==> src/rtl/alu_pkg.sv <==
// Shared definitions for the TotalALU front end: funct codes, sequencer state encoding
// and op classification.
package alu_pkg;

    localparam int unsigned OP_W   = 6;
    localparam int unsigned DATA_W = 32;

    localparam logic [OP_W-1:0] FN_NOP  = 6'd0;
    localparam logic [OP_W-1:0] FN_SRL  = 6'd2;
    localparam logic [OP_W-1:0] FN_MFHI = 6'd16;
    localparam logic [OP_W-1:0] FN_MFLO = 6'd18;
    localparam logic [OP_W-1:0] FN_DIVU = 6'd27;
    localparam logic [OP_W-1:0] FN_ADD  = 6'd32;
    localparam logic [OP_W-1:0] FN_SUB  = 6'd34;
    localparam logic [OP_W-1:0] FN_AND  = 6'd36;
    localparam logic [OP_W-1:0] FN_OR   = 6'd37;
    localparam logic [OP_W-1:0] FN_SLT  = 6'd42;

    typedef enum logic [2:0] {
        StIdle,
        StExec,
        StDivClr,
        StDivRun,
        StRdHi,
        StRdLo,
        StResp
    } state_e;

    // Ops whose result is on alu_out in the cycle after they are driven.
    function automatic logic is_single_cycle(input logic [OP_W-1:0] op);
        logic single;
        case (op)
            FN_AND, FN_OR, FN_ADD, FN_SUB, FN_SLT, FN_SRL, FN_MFHI, FN_MFLO: single = 1'b1;
            default:                                                          single = 1'b0;
        endcase
        return single;
    endfunction

    function automatic logic is_div(input logic [OP_W-1:0] op);
        return op == FN_DIVU;
    endfunction

endpackage

==> src/rtl/alu_div_timer.sv <==
// Wait counter for the multicycle divide: counts DivCycles cycles after start_i and
// flags the last one on done_o.
module alu_div_timer #(
    parameter int unsigned DivCycles = 34,
    parameter int unsigned CntW      = 6
) (
    input  logic            clk_i,
    input  logic            rst_ni,
    input  logic            start_i,
    output logic            busy_o,
    output logic            done_o,
    output logic [CntW-1:0] count_o
);

    localparam logic [CntW-1:0] LastCnt = CntW'(DivCycles - 1);

    logic [CntW-1:0] cnt_q, cnt_d;
    logic            run_q, run_d;

    assign done_o  = run_q && (cnt_q == LastCnt);
    assign busy_o  = run_q;
    assign count_o = cnt_q;

    always_comb begin
        cnt_d = cnt_q;
        run_d = run_q;
        if (start_i) begin
            cnt_d = '0;
            run_d = 1'b1;
        end else if (run_q) begin
            if (done_o) begin
                cnt_d = '0;
                run_d = 1'b0;
            end else begin
                cnt_d = cnt_q + 1'b1;
            end
        end
    end

    always_ff @(posedge clk_i or negedge rst_ni) begin
        if (!rst_ni) begin
            cnt_q <= '0;
            run_q <= 1'b0;
        end else begin
            cnt_q <= cnt_d;
            run_q <= run_d;
        end
    end

endmodule

==> src/rtl/alu_sequencer.sv <==
// Front-end controller for TotalALU: one request at a time, sequences DIVU through
// clear / wait / MFHI / MFLO and returns results over a valid/ready response port.
module alu_sequencer
    import alu_pkg::*;
#(
    parameter int unsigned DIV_CYCLES = 34,
    parameter int unsigned CNT_W      = 6
) (
    input  logic              clk,
    input  logic              reset,
    input  logic              req_valid,
    output logic              req_ready,
    input  logic [OP_W-1:0]   req_op,
    input  logic [DATA_W-1:0] req_a,
    input  logic [DATA_W-1:0] req_b,
    output logic              rsp_valid,
    input  logic              rsp_ready,
    output logic [DATA_W-1:0] rsp_lo,
    output logic [DATA_W-1:0] rsp_hi,
    output logic              rsp_err,
    output logic [OP_W-1:0]   alu_signal,
    output logic [DATA_W-1:0] alu_a,
    output logic [DATA_W-1:0] alu_b,
    output logic              alu_reset,
    input  logic [DATA_W-1:0] alu_out
);

    state_e state_q, state_d;

    logic [OP_W-1:0]   alu_signal_q, alu_signal_d;
    logic [DATA_W-1:0] alu_a_q, alu_a_d;
    logic [DATA_W-1:0] alu_b_q, alu_b_d;
    logic              alu_reset_q, alu_reset_d;
    logic              rsp_valid_q, rsp_valid_d;
    logic [DATA_W-1:0] rsp_lo_q, rsp_lo_d;
    logic [DATA_W-1:0] rsp_hi_q, rsp_hi_d;
    logic              rsp_err_q, rsp_err_d;

    logic              req_fire;
    logic              rsp_fire;
    logic              timer_start;
    logic              timer_busy;
    logic              timer_done;
    logic [CNT_W-1:0]  timer_count;

    assign req_fire    = req_valid && req_ready;
    assign rsp_fire    = rsp_valid_q && rsp_ready;
    // The counter is armed during the single clear cycle so it reads 0 in the first wait cycle.
    assign timer_start = (state_q == StDivClr);

    alu_div_timer #(
        .DivCycles (DIV_CYCLES),
        .CntW      (CNT_W)
    ) u_div_timer (
        .clk_i   (clk),
        .rst_ni  (reset),
        .start_i (timer_start),
        .busy_o  (timer_busy),
        .done_o  (timer_done),
        .count_o (timer_count)
    );

    always_ff @(posedge clk or negedge reset) begin
        if (!reset) begin
            state_q <= StIdle;
        end else begin
            state_q <= state_d;
        end
    end

    always_comb begin
        state_d = state_q;
        unique case (state_q)
            StIdle: begin
                if (req_fire) begin
                    if (is_single_cycle(req_op)) begin
                        state_d = StExec;
                    end else if (is_div(req_op)) begin
                        state_d = StDivClr;
                    end else begin
                        state_d = StResp;
                    end
                end
            end
            StExec:   state_d = StResp;
            StDivClr: state_d = StDivRun;
            StDivRun: begin
                if (timer_done) begin
                    state_d = StRdHi;
                end
            end
            StRdHi:   state_d = StRdLo;
            StRdLo:   state_d = StResp;
            StResp: begin
                if (rsp_fire) begin
                    state_d = StIdle;
                end
            end
            default:  state_d = StIdle;
        endcase
    end

    // Output process: decoded handshake plus next values of the registered ALU/response fields.
    always_comb begin
        req_ready    = (state_q == StIdle);
        alu_signal_d = alu_signal_q;
        alu_a_d      = alu_a_q;
        alu_b_d      = alu_b_q;
        alu_reset_d  = alu_reset_q;
        rsp_valid_d  = rsp_valid_q;
        rsp_lo_d     = rsp_lo_q;
        rsp_hi_d     = rsp_hi_q;
        rsp_err_d    = rsp_err_q;
        unique case (state_q)
            StIdle: begin
                if (req_fire) begin
                    if (is_single_cycle(req_op) || is_div(req_op)) begin
                        alu_signal_d = req_op;
                        alu_a_d      = req_a;
                        alu_b_d      = req_b;
                        alu_reset_d  = is_div(req_op);
                    end else begin
                        // Unsupported code: answer immediately, leave the ALU untouched.
                        rsp_valid_d = 1'b1;
                        rsp_err_d   = 1'b1;
                        rsp_lo_d    = '0;
                        rsp_hi_d    = '0;
                    end
                end
            end
            StExec: begin
                rsp_lo_d    = alu_out;
                rsp_hi_d    = '0;
                rsp_err_d   = 1'b0;
                rsp_valid_d = 1'b1;
            end
            StDivClr: begin
                alu_reset_d = 1'b0;
            end
            StDivRun: begin
                if (timer_done) begin
                    alu_signal_d = FN_MFHI;
                end
            end
            StRdHi: begin
                rsp_hi_d     = alu_out;
                alu_signal_d = FN_MFLO;
            end
            StRdLo: begin
                rsp_lo_d    = alu_out;
                rsp_err_d   = 1'b0;
                rsp_valid_d = 1'b1;
            end
            StResp: begin
                if (rsp_fire) begin
                    rsp_valid_d  = 1'b0;
                    alu_signal_d = FN_NOP;
                end
            end
            default: begin
                alu_reset_d = 1'b0;
                rsp_valid_d = 1'b0;
            end
        endcase
    end

    always_ff @(posedge clk or negedge reset) begin
        if (!reset) begin
            alu_signal_q <= FN_NOP;
            alu_a_q      <= '0;
            alu_b_q      <= '0;
            alu_reset_q  <= 1'b0;
            rsp_valid_q  <= 1'b0;
            rsp_lo_q     <= '0;
            rsp_hi_q     <= '0;
            rsp_err_q    <= 1'b0;
        end else begin
            alu_signal_q <= alu_signal_d;
            alu_a_q      <= alu_a_d;
            alu_b_q      <= alu_b_d;
            alu_reset_q  <= alu_reset_d;
            rsp_valid_q  <= rsp_valid_d;
            rsp_lo_q     <= rsp_lo_d;
            rsp_hi_q     <= rsp_hi_d;
            rsp_err_q    <= rsp_err_d;
        end
    end

    assign alu_signal = alu_signal_q;
    assign alu_a      = alu_a_q;
    assign alu_b      = alu_b_q;
    assign alu_reset  = alu_reset_q;
    assign rsp_valid  = rsp_valid_q;
    assign rsp_lo     = rsp_lo_q;
    assign rsp_hi     = rsp_hi_q;
    assign rsp_err    = rsp_err_q;

endmodule

==> config.mk <==
export PLATFORM = sky130hd
export DESIGN_NAME = alu_sequencer
export DESIGN_NICKNAME = d
export VERILOG_FILES = /design/src/rtl/alu_pkg.sv /design/src/rtl/alu_div_timer.sv /design/src/rtl/alu_sequencer.sv
export SDC_FILE = /design/constraint.sdc
export NUM_CORES = 1
export LEC_CHECK = 0
export BUFFER_PORTS_ARGS = -buffer_cell sky130_fd_sc_hd__buf_2
export CORE_MARGIN = 1
export CORE_UTILIZATION = 42
export CTS_CLUSTER_DIAMETER = 150
export CTS_CLUSTER_SIZE = 10
export DETAILED_ROUTE_END_ITERATION = 8
export PLACE_DENSITY = 0.75
export SYNTH_ARGS = -nofsm -noshare
export SYNTH_HDL_FRONTEND = slang
export SYNTH_SLANG_ARGS = --single-unit
export TNS_END_PERCENT = 20
==> constraint.sdc <==
create_clock -name clk -period 2.5 [get_ports clk]
set_clock_uncertainty 0.2 [all_clocks]
set_input_delay 0.125 -clock clk [delete_from_list [all_inputs] [get_ports clk]]
set_output_delay 0.125 -clock clk [all_outputs]
set_load 0.01 [all_outputs]
Word level (Yosys, flattened, before mapping) --
Cells that the tools add are included.
Storage, ports and cells: register bits after elaboration 147, input bits 106, output and inout port bits 138, word-level logic and storage cells 87
Operators by class: add/sub/neg operators 1, equal/unequal tests 21, multiplexer cells 32, bitwise logic cells 2, reductions and logical operators 20
Operators with widths (number):
- $pmux W32 S3 | 1
- $mux W32 | 2
- $pmux W32 S2 | 1
- $mux W6 | 7
- $eq A6 B6 Y1 const B | 6
- $pmux W6 S4 | 1
- $eq A6 B5 Y1 const B | 3
- $pmux W3 S6 | 1
- $mux W3 | 5
- $reduce_and A3 Y1 | 5
- $mux W1 | 11
- $eq A3 B3 Y1 const B | 3
- $reduce_or A8 Y1 | 1
- $add A6 B1 Y6 const B | 1
- $eq A3 B2 Y1 const B | 2
- $eq A6 B2 Y1 const B | 1
- $ne A2 B2 Y1 const B | 3
- $reduce_and A5 Y1 | 1
- $reduce_or A5 Y1 | 1
- $ne A2 B1 Y1 const B | 2
- $pmux W1 S2 | 2
- $pmux W1 S4 | 1
- $reduce_and A4 Y1 | 1
- $reduce_bool A2 Y1 | 2
- other kinds (9) | 12

Logic depth before layout (Yosys ltp) --
Gate-level depths: netlist of the first run.
depth after elaboration 9, mapped depth 8, mapped depth without buffers 6

By module --
Synthesis of the first run repeated with hierarchy kept, for this count alone.
Unflattened totals: cell total of the unflattened synthesis 508, area total of the unflattened synthesis 6621.4 um^2
By module, submodules not included:
- alu_sequencer | instances 1, cells each 473, area an instance 6256.0 um^2, seq. area each 3503.4 um^2
- alu_div_timer | instances 1, cells each 35, area an instance 365.4 um^2, seq. area each 175.2 um^2

Worst setup path after synthesis of the first run --
No wires, ideal clock.
path type reg2reg, start register state_q[0], end register alu_a_q[24] (netlist: alu_a[24]), setup time 125 ps, arrival time 1857 ps, data required time 2175 ps, path slack 317 ps, stages on the path, launching flop included 8, path buffers 4, period minus slack after synthesis 2183 ps, cells stage by stage dfrtp_1 > clkbuf_1 > nor3_1 > and3_1 > buf_6 > buf_12 > buf_8 > mux2_4
Between the ends: word-level cells in the longest chain between the ends 3
Ends and longest elaborated chain:
- start: declaration | RTL line alu_sequencer.sv:28 | state_e state_q, state_d;
- start signal: assignment | RTL line alu_sequencer.sv:65 | state_q <= StIdle;
- start signal: assignment | RTL line alu_sequencer.sv:67 | state_q <= state_d;
- $logic_not A3 Y1 (*) | RTL line alu_sequencer.sv:105 | req_ready = (state_q == StIdle);
- named net req_ready | RTL line alu_sequencer.sv:12 | output logic req_ready,
- $logic_and A1 B1 Y1 | RTL line alu_sequencer.sv:46 | assign req_fire = req_valid && req_ready;
- $reduce_and A3 Y1 (no source line) (*)
- end signal: assignment | RTL line alu_sequencer.sv:179 | alu_a_q <= alu_a_d;
- end: declaration | RTL line alu_sequencer.sv:31 | logic [DATA_W-1:0] alu_a_q, alu_a_d;
The timed path passes the listed nets; every way through them passes the cells marked *. A chain may end at the register's enable or synchronous reset.

Worst setup path in the final report of the first run --
start input port req_op[2], end register rsp_hi_q[2] (netlist: rsp_hi[2])
Between the ends: word-level cells in the longest chain between the ends 8, elaborated cells on any way between the ends 16, classes of those cells eq/ne: 10; mux: 3; reduce/logical: 3
Ends and longest elaborated chain:
- start: declaration | RTL line alu_sequencer.sv:13 | input logic [OP_W-1:0] req_op,
- $eq A6 B6 Y1, or another cell as far along | RTL line alu_pkg.sv:32 | case (op)
- $reduce_or A8 Y1 | RTL line alu_pkg.sv:32
- $mux W1 | RTL line alu_pkg.sv:32
- $mux W1 | RTL line alu_sequencer.sv:116 | if (req_fire) begin
- $mux W1 | RTL line alu_sequencer.sv:114 | unique case (state_q)
- $logic_or A1 B1 Y1 (*) | RTL line alu_sequencer.sv:117 | if (is_single_cycle(req_op) || is_div(req_op)) begin
- $ne A2 B2 Y1 (no source line) (*)
- $reduce_and A3 Y1 (no source line) (*)
- end signal: assignment | RTL line alu_sequencer.sv:184 | rsp_hi_q <= rsp_hi_d;
- end: declaration | RTL line alu_sequencer.sv:36 | logic [DATA_W-1:0] rsp_hi_q, rsp_hi_d;
Every way passes the cells marked *; elsewhere a longest branch is shown, timed or not. The select of a mux whose other input is x is not followed.

==> flow_metrics.env, run 1 <==
export IMPL_p_leak_nw=4.800
export IMPL_placeableCoreArea_um2=14040
export IMPL_globalRoute_totalOverflow=0
export IMPL_global_route_usage_total=0.2391
export IMPL_die_width_um=122.7
export IMPL_synthArstFlopShare=1.000
export IMPL_fin_tns_setup_ns=0
export IMPL_clk_path_buf_depth=2
export IMPL_cts_root_buffer="sky130_fd_sc_hd__clkbuf_16"
export IMPL_largest_area_contributor_in_the_netlist="sky130_fd_sc_hd__dfrtp_1"
export IMPL_max_freq_ghz=0.4333
export IMPL_area_taken_by_multi_input_logic_gates_um2=2132
export IMPL_netlist_area_um2=6118
export IMPL_netlist_cell_type_count=45
export IMPL_boundaryPins=244
export IMPL_number_of_antenna_violations_at_the_first_check_in_global_routing=0
export IMPL_grt_pass1_wl_um=27190
export IMPL_finalMaxSlewViolations=0
export IMPL_drtAntennaViolNets=0
export IMPL_dominantRegCellSynth="sky130_fd_sc_hd__dfrtp_1"
export IMPL_nFillCells=981
export IMPL_rows=43
export IMPL_yosys_top_cells_count="sky130_fd_sc_hd__dfrtp_1 (147), sky130_fd_sc_hd__mux2_2 (51), sky130_fd_sc_hd__o21ai_0 (37)"
export IMPL_grt_start_max_net_pins=61
export IMPL_rr_worst_depth=4
export IMPL_power_density_nw_per_um2=920.7
export IMPL_dp_hpwl_um=10930
export IMPL_avgRoutedWirePerCell_um=17.60
export IMPL_syn_num_nets=580
export IMPL_route_vias_total=5298
export IMPL_clock_latency_ns=0.41
export IMPL_storage_element_area_um2=3679
export IMPL_status="finished, final reports clean"
export IMPL_gpl_final_weighted_congestion=0.8124
export IMPL_maxSlewHeadroom=0.1614
export IMPL_netlist_area_leader_share=0.6012
export IMPL_placement_io_buffers=243
export IMPL_placement_setup_worst_slack_ns=0.06112
export IMPL_fin_hold_ws_ns=0.03560
export IMPL_timing_final_setup_violations=0
export IMPL_timing_critical_path_from_type="primary input"
export IMPL_required_ns=2.61
export IMPL_final_net_count=929
export IMPL_die_height_um=122.7
export IMPL_numPlacedInstances=878
export IMPL_critical_path_class="primary input to flip-flop"
export IMPL_period_share=0.9232
export IMPL_part_of_the_yosys_area_used_for_sequential_elements=0.6012
export IMPL_postSynthRegisterBits=147
export IMPL_setup_slack_ns=0.1919
export IMPL_dr_pass1_iters=4
export IMPL_initial_standard_cell_utilization_of_the_core=0.4357
export IMPL_min_period_ns=2.308
export IMPL_timing_final_hold_violations=0
export IMPL_syn_inst=472
export IMPL_rsz_0062_raised_after_global_routing="false"
export IMPL_final_instance_count_excl_fill=1013
export IMPL_drive_above_1_share=0.4430
export IMPL_vias_in_the_first_global_route=5409
export IMPL_synth_top_cells_by_area="sky130_fd_sc_hd__dfrtp_1 (60%), sky130_fd_sc_hd__mux2_2 (9.4%), sky130_fd_sc_hd__a22o_1 (5.2%), sky130_fd_sc_hd__a32oi_1 (4.6%), sky130_fd_sc_hd__mux2_4 (3.9%)"
export IMPL_syn_to_final_growth_pct=49.69
export IMPL_postCtsSetupBuffers=0
export IMPL_syn_mean_instance_area_um2=12.96
export IMPL_routed_wl_um=17830
export IMPL_hold_path_class="primary input to asynchronous set/reset pin"
export IMPL_yosys_warnings=0
export IMPL_drc=0
export IMPL_via_per_inst=5.230
export IMPL_clk_transition_reported_paths_ns=0.06
export IMPL_path_max_fanout=32
export IMPL_antennaDiodeCount=0
export IMPL_post_layout_total_power_mw=8.432
export IMPL_max_slew_worst_pin_slew_ns=1.258
export IMPL_worst_endpoint_arrival_ns=2.42
export IMPL_synthMostInstantiatedCell="sky130_fd_sc_hd__dfrtp_1"
export IMPL_synth_edff_count=0
export IMPL_regToRegSetupSlack_ns=0.20
export IMPL_worst_setup_path_end_kind="flip-flop"
export IMPL_clkSinkCount=147
export IMPL_numCtsBuffers=17
export IMPL_cts_tree="yes"
export IMPL_deepest_level_of_the_cts_h_tree=4
export IMPL_design_die_area_um2=15050
export IMPL_max_vdd_drop_mv=0.6517
export IMPL_initialDrtViolationCount=355
export IMPL_max_cap_viol_count=0
-- state kept, by name, indices dropped and copies added, names as in the netlist --
register / cells
alu_signal: 6
u_div_timer.busy_o: 1
rsp_err: 1
alu_b: 32
alu_reset: 1
state_q: 3
alu_a: 32
rsp_hi: 32
rsp_valid: 1
u_div_timer.count_o: 6
rsp_lo: 32
-- metal layers --
layer / GRT usage / part of all wire / up-vias
li1: - / - / 2416
met1: 0.2722 / 0.38 / 2593
met2: 0.4094 / 0.51 / 265
met3: 0.08318 / 0.092 / 24
met4: 0.09451 / 0.015 / 0
met5: 0 / 0 / -
-- final timing paths --
kind / from / endpoint
setup / recovery: req_op[2] / rsp_hi[2]
hold / removal: reset / rsp_lo[27]
setup reg to reg: state_q[2] / rsp_hi[19]
hold reg to reg: rsp_lo[2] / rsp_lo[2]
max in group asynchronous: reset / rsp_lo[30]
min in group clk: req_op[4] / alu_signal[4]
-- final cells by class --
| class | count | share of cell area |
|---|---|---|
| inverters | 35 | 0.01434 |
| clock inverters | 7 | 0.005055 |
| multi-input cells | 255 | 0.2328 |
| flip-flops and latches | 147 | 0.4016 |
| well taps | 180 | 0.02459 |
| repair buffers | 365 | 0.2646 |
| clock buffers | 24 | 0.05697 |
-- repair_timing --
action / 4_1_cts / 5_1_grt
hold endpoints to repair: 284 / 0
hold buffers: 104 / 0
gates resized for setup: 0 / 1
endpoints found under the setup margin: 0 / 32
-- through the flow --
stage	area (µm²)	utilization
floorplan	6118	-
CTS	9151	0.6517
global placement	7542	0.5371
global route	9159	0.6522
detailed placement	7542	0.5371
finish	9159	0.6522
-- cells in the final DEF (no fill, tap or decap), types with 3 or more instances in the layout --
master and n:
sky130_fd_sc_hd__buf_2 242, sky130_fd_sc_hd__buf_4 16, sky130_fd_sc_hd__clkinvlp_4 3, sky130_fd_sc_hd__o21ai_0 37
sky130_fd_sc_hd__dlygate4sd3_1 104, sky130_fd_sc_hd__clkbuf_16 17, sky130_fd_sc_hd__mux2_4 16, sky130_fd_sc_hd__a22o_1 36
sky130_fd_sc_hd__mux2_2 51, sky130_fd_sc_hd__xor2_1 3, sky130_fd_sc_hd__clkbuf_8 7, sky130_fd_sc_hd__clkinv_2 3
sky130_fd_sc_hd__a32oi_1 32, sky130_fd_sc_hd__dfrtp_1 147, sky130_fd_sc_hd__inv_1 35, sky130_fd_sc_hd__nand2_1 15
sky130_fd_sc_hd__a21oi_1 6, sky130_fd_sc_hd__nor2_1 15
-- critical path, cell delays in order --
cell	delay, ns
sky130_fd_sc_hd__dlygate4sd3_1	0.54
sky130_fd_sc_hd__buf_2	0.15
sky130_fd_sc_hd__inv_1	0.06
sky130_fd_sc_hd__a31oi_2	0.12
sky130_fd_sc_hd__o311ai_0	0.77
sky130_fd_sc_hd__a21oi_4	0.35
sky130_fd_sc_hd__o21ai_0	0.28
-- where the power goes --
group	total, mW	internal [mW]	switching [mW]	leakage, nW
Sequential	3.44	3.00	0.440	1.96
Combinational	2.61	1.21	1.40	2.56
Clock	2.38	1.45	0.934	0.277
Total	8.43	5.66	2.77	4.80
-- kinds of logic after synthesis --
group,synth area share
xor gates and xnor gates,0.004295
DFF,0.6012
muxes,0.1348
and+or+nand+nor,0.04090
AOI/OAI and AO/OA,0.1603
buffers and inverters,0.05440
adders and majority gates,0.004089
(Power assumes the default switching activity.)
==> run 2: changes to the inputs <==
CORE_ASPECT_RATIO = 1.1   (was default)
==> run 2 against run 1 <==
  * Count of clock-buffer cells in the layout shrank 3
  * Critical path depth increased by 1
  * Largest cell class unchanged
  * Sequential cell count stayed put
  * Highest routed layer is now met5
==> flow_metrics.env, run 2 (synthesis results as in run 1) <==
export IMPL_vias_in_the_first_global_route=5561
export IMPL_layout_common_cells="sky130_fd_sc_hd__buf_2 (242), sky130_fd_sc_hd__dfrtp_1 (147), sky130_fd_sc_hd__dlygate4sd3_1 (104)"
export IMPL_path_max_fanout=25
export IMPL_final_common_cell="sky130_fd_sc_hd__buf_2"
export IMPL_status="finished, final reports clean"
export IMPL_fin_tns_setup_ns=0
export IMPL_min_period_ns=2.377
export IMPL_largest_stage_delay_worst_path_ns=0.55
export IMPL_drc=0
export IMPL_postCtsSetupBuffers=0
export IMPL_timing_final_setup_violations=0
export IMPL_max_vdd_drop_mv=0.4922
export IMPL_number_of_gates_resized_after_cts=0
export IMPL_max_slew_worst_pin_slew_ns=0.6557
export IMPL_max_cap_viol_count=0
export IMPL_final_net_count=929
export IMPL_timing_final_hold_violations=0
export IMPL_fin_hold_ws_ns=0.02113
export IMPL_via_per_inst=5.318
export IMPL_placeableCoreArea_um2=14020
export IMPL_finalMaxSlewViolations=0
export IMPL_cts_root_buffer="sky130_fd_sc_hd__clkbuf_16"
export IMPL_timing_critical_path_slowest_stage_cell="sky130_fd_sc_hd__dlygate4sd3_1"
export IMPL_routed_wl_um=19230
export IMPL_final_instance_count_excl_fill=1025
export IMPL_worst_setup_path_end_kind="flip-flop"
export IMPL_nFillCells=962
export IMPL_cpLargestDelayFamily="buffers and inverters"
export IMPL_storage_element_area_um2=3679
export IMPL_critical_path_class="primary input to flip-flop"
export IMPL_rows=45
export IMPL_drtAntennaViolNets=0
export IMPL_die_width_um=117.1
export IMPL_route_vias_total=5451
export IMPL_area_taken_by_multi_input_logic_gates_um2=2125
export IMPL_die_height_um=128.6
export IMPL_required_ns=2.60
export IMPL_power_density_nw_per_um2=934.8
export IMPL_clk_transition_reported_paths_ns=0.06
export IMPL_power_frac_comb=0.314
export IMPL_clock_latency_ns=0.42
export IMPL_timing_critical_path_from_type="primary input"
export IMPL_drive_above_1_share=0.4430
export IMPL_period_share=0.9509
export IMPL_gpl_final_weighted_congestion=0.8156
export IMPL_syn_to_final_growth_pct=50.31
export IMPL_switching_power_mw=2.895
export IMPL_cell_internal_pwr_mw=5.702
export IMPL_initialDrtViolationCount=290
export IMPL_cts_tree="yes"
export IMPL_clk_path_buf_depth=2
export IMPL_fraction_of_power_spent_switching_nets=0.3367
export IMPL_maxSlewHeadroom=0.5629
export IMPL_clkSinkCount=147
export IMPL_grt_start_max_net_pins=71
export IMPL_clock_group_share_of_total_power=0.288
export IMPL_number_of_antenna_violations_at_the_first_check_in_global_routing=6
export IMPL_p_leak_nw=4.798
export IMPL_rsz_0062_raised_after_global_routing="false"
export IMPL_initial_standard_cell_utilization_of_the_core=0.4364
export IMPL_hold_path_class="primary input to flip-flop"
export IMPL_post_layout_total_power_mw=8.597
export IMPL_worst_path_cell_trace="dlygate4sd3_1 > buf_2 > nor3b_1 > a31oi_2 > o31ai_2 > and3_4 > buf_12 > mux2_2"
export IMPL_design_die_area_um2=15050
export IMPL_dr_pass1_iters=5
export IMPL_avgRoutedWirePerCell_um=18.76
export IMPL_grt_pass1_wl_um=29150
export IMPL_globalRoute_totalOverflow=0
export IMPL_worst_endpoint_arrival_ns=2.48
export IMPL_global_route_usage_total=0.2624
export IMPL_boundaryPins=244
export IMPL_dp_hpwl_um=11550
export IMPL_sequentialPowerShare=0.398
export IMPL_placement_io_buffers=243
export IMPL_max_freq_ghz=0.4206
export IMPL_numPlacedInstances=886
export IMPL_count_of_buffering_cells_on_the_critical_path_with_inverters_included=3
export IMPL_numCtsBuffers=17
export IMPL_deepest_level_of_the_cts_h_tree=4
run 2: timing repair:
action	in CTS	in global routing
endpoints found under the hold margin	211	0
hold buffers	104	0
setup endpoints to repair	0	0
run 2: routing by layer:
layer  track usage  vias up  part of all wire
met2        0.4330      286              0.50
li1              -     2415                 -
met5             0        -            0.0014
met3        0.1013       69             0.077
met1        0.2874     2677              0.38
met4        0.1512        4             0.038
run 2: cell type report:
cell class / instances / area share
clock buffers: 21 / 0.05224
repair buffers: 365 / 0.2649
multi-input cells: 255 / 0.2310
diodes: 4 / 0.001088
inverters: 35 / 0.01429
clock inverters: 10 / 0.01088
well taps: 188 / 0.02558
flip-flops and latches: 147 / 0.4000
run 2: power groups by stage:
| stage | logic [mW] | registers (mW) | clock network, mW |
|---|---|---|---|
| 4_1_cts | 2.67 | 3.39 | 2.50 |
| 5_1_grt | 2.96 | 3.49 | 2.63 |
| 2_1_floorplan | 1.22 | 3.63 | 0 |
| 3_5_place_dp | 2.53 | 3.41 | 0 |
| 3_3_place_gp | 2.44 | 3.40 | 0 |
| 6_report | 2.70 | 3.42 | 2.48 |
run 2: path summary, 6_finish.rpt:
check                                  startpoint       endpoint  slack (ns)  cells past startpoint
setup / recovery                        req_op[1]      alu_b[27]        0.12                      8
hold / removal                          req_op[4]     state_q[1]        0.02                      3
setup reg to reg           u_div_timer.count_o[3]  alu_signal[4]        0.33                      5
hold reg to reg                        rsp_lo[13]     rsp_lo[13]        0.30                      1
max in group asynchronous                   reset  alu_signal[1]        1.31                      3
min in group asynchronous                   reset     rsp_hi[14]        0.07                      2
run 2: through the flow:
stage	util	instance area [µm²]	worst slack, ns
6_report	0.6560	9196	0.1226
5_1_grt	0.6560	9196	0.03980
4_1_cts	0.6552	9186	0.1838
3_5_place_dp	0.5396	7565	0.3103
3_3_place_gp	0.5396	7565	0.3404
2_1_floorplan	-	6118	0.3175
run 2: worst reg2reg max path, cell delays in order, from the launching register on:
cell and delay (ns):
sky130_fd_sc_hd__dfrtp_1 0.41, sky130_fd_sc_hd__nor4b_1 0.40, sky130_fd_sc_hd__nand3_1 0.23, sky130_fd_sc_hd__o31ai_1 0.30
sky130_fd_sc_hd__o31ai_2 0.20, sky130_fd_sc_hd__mux2_2 0.30
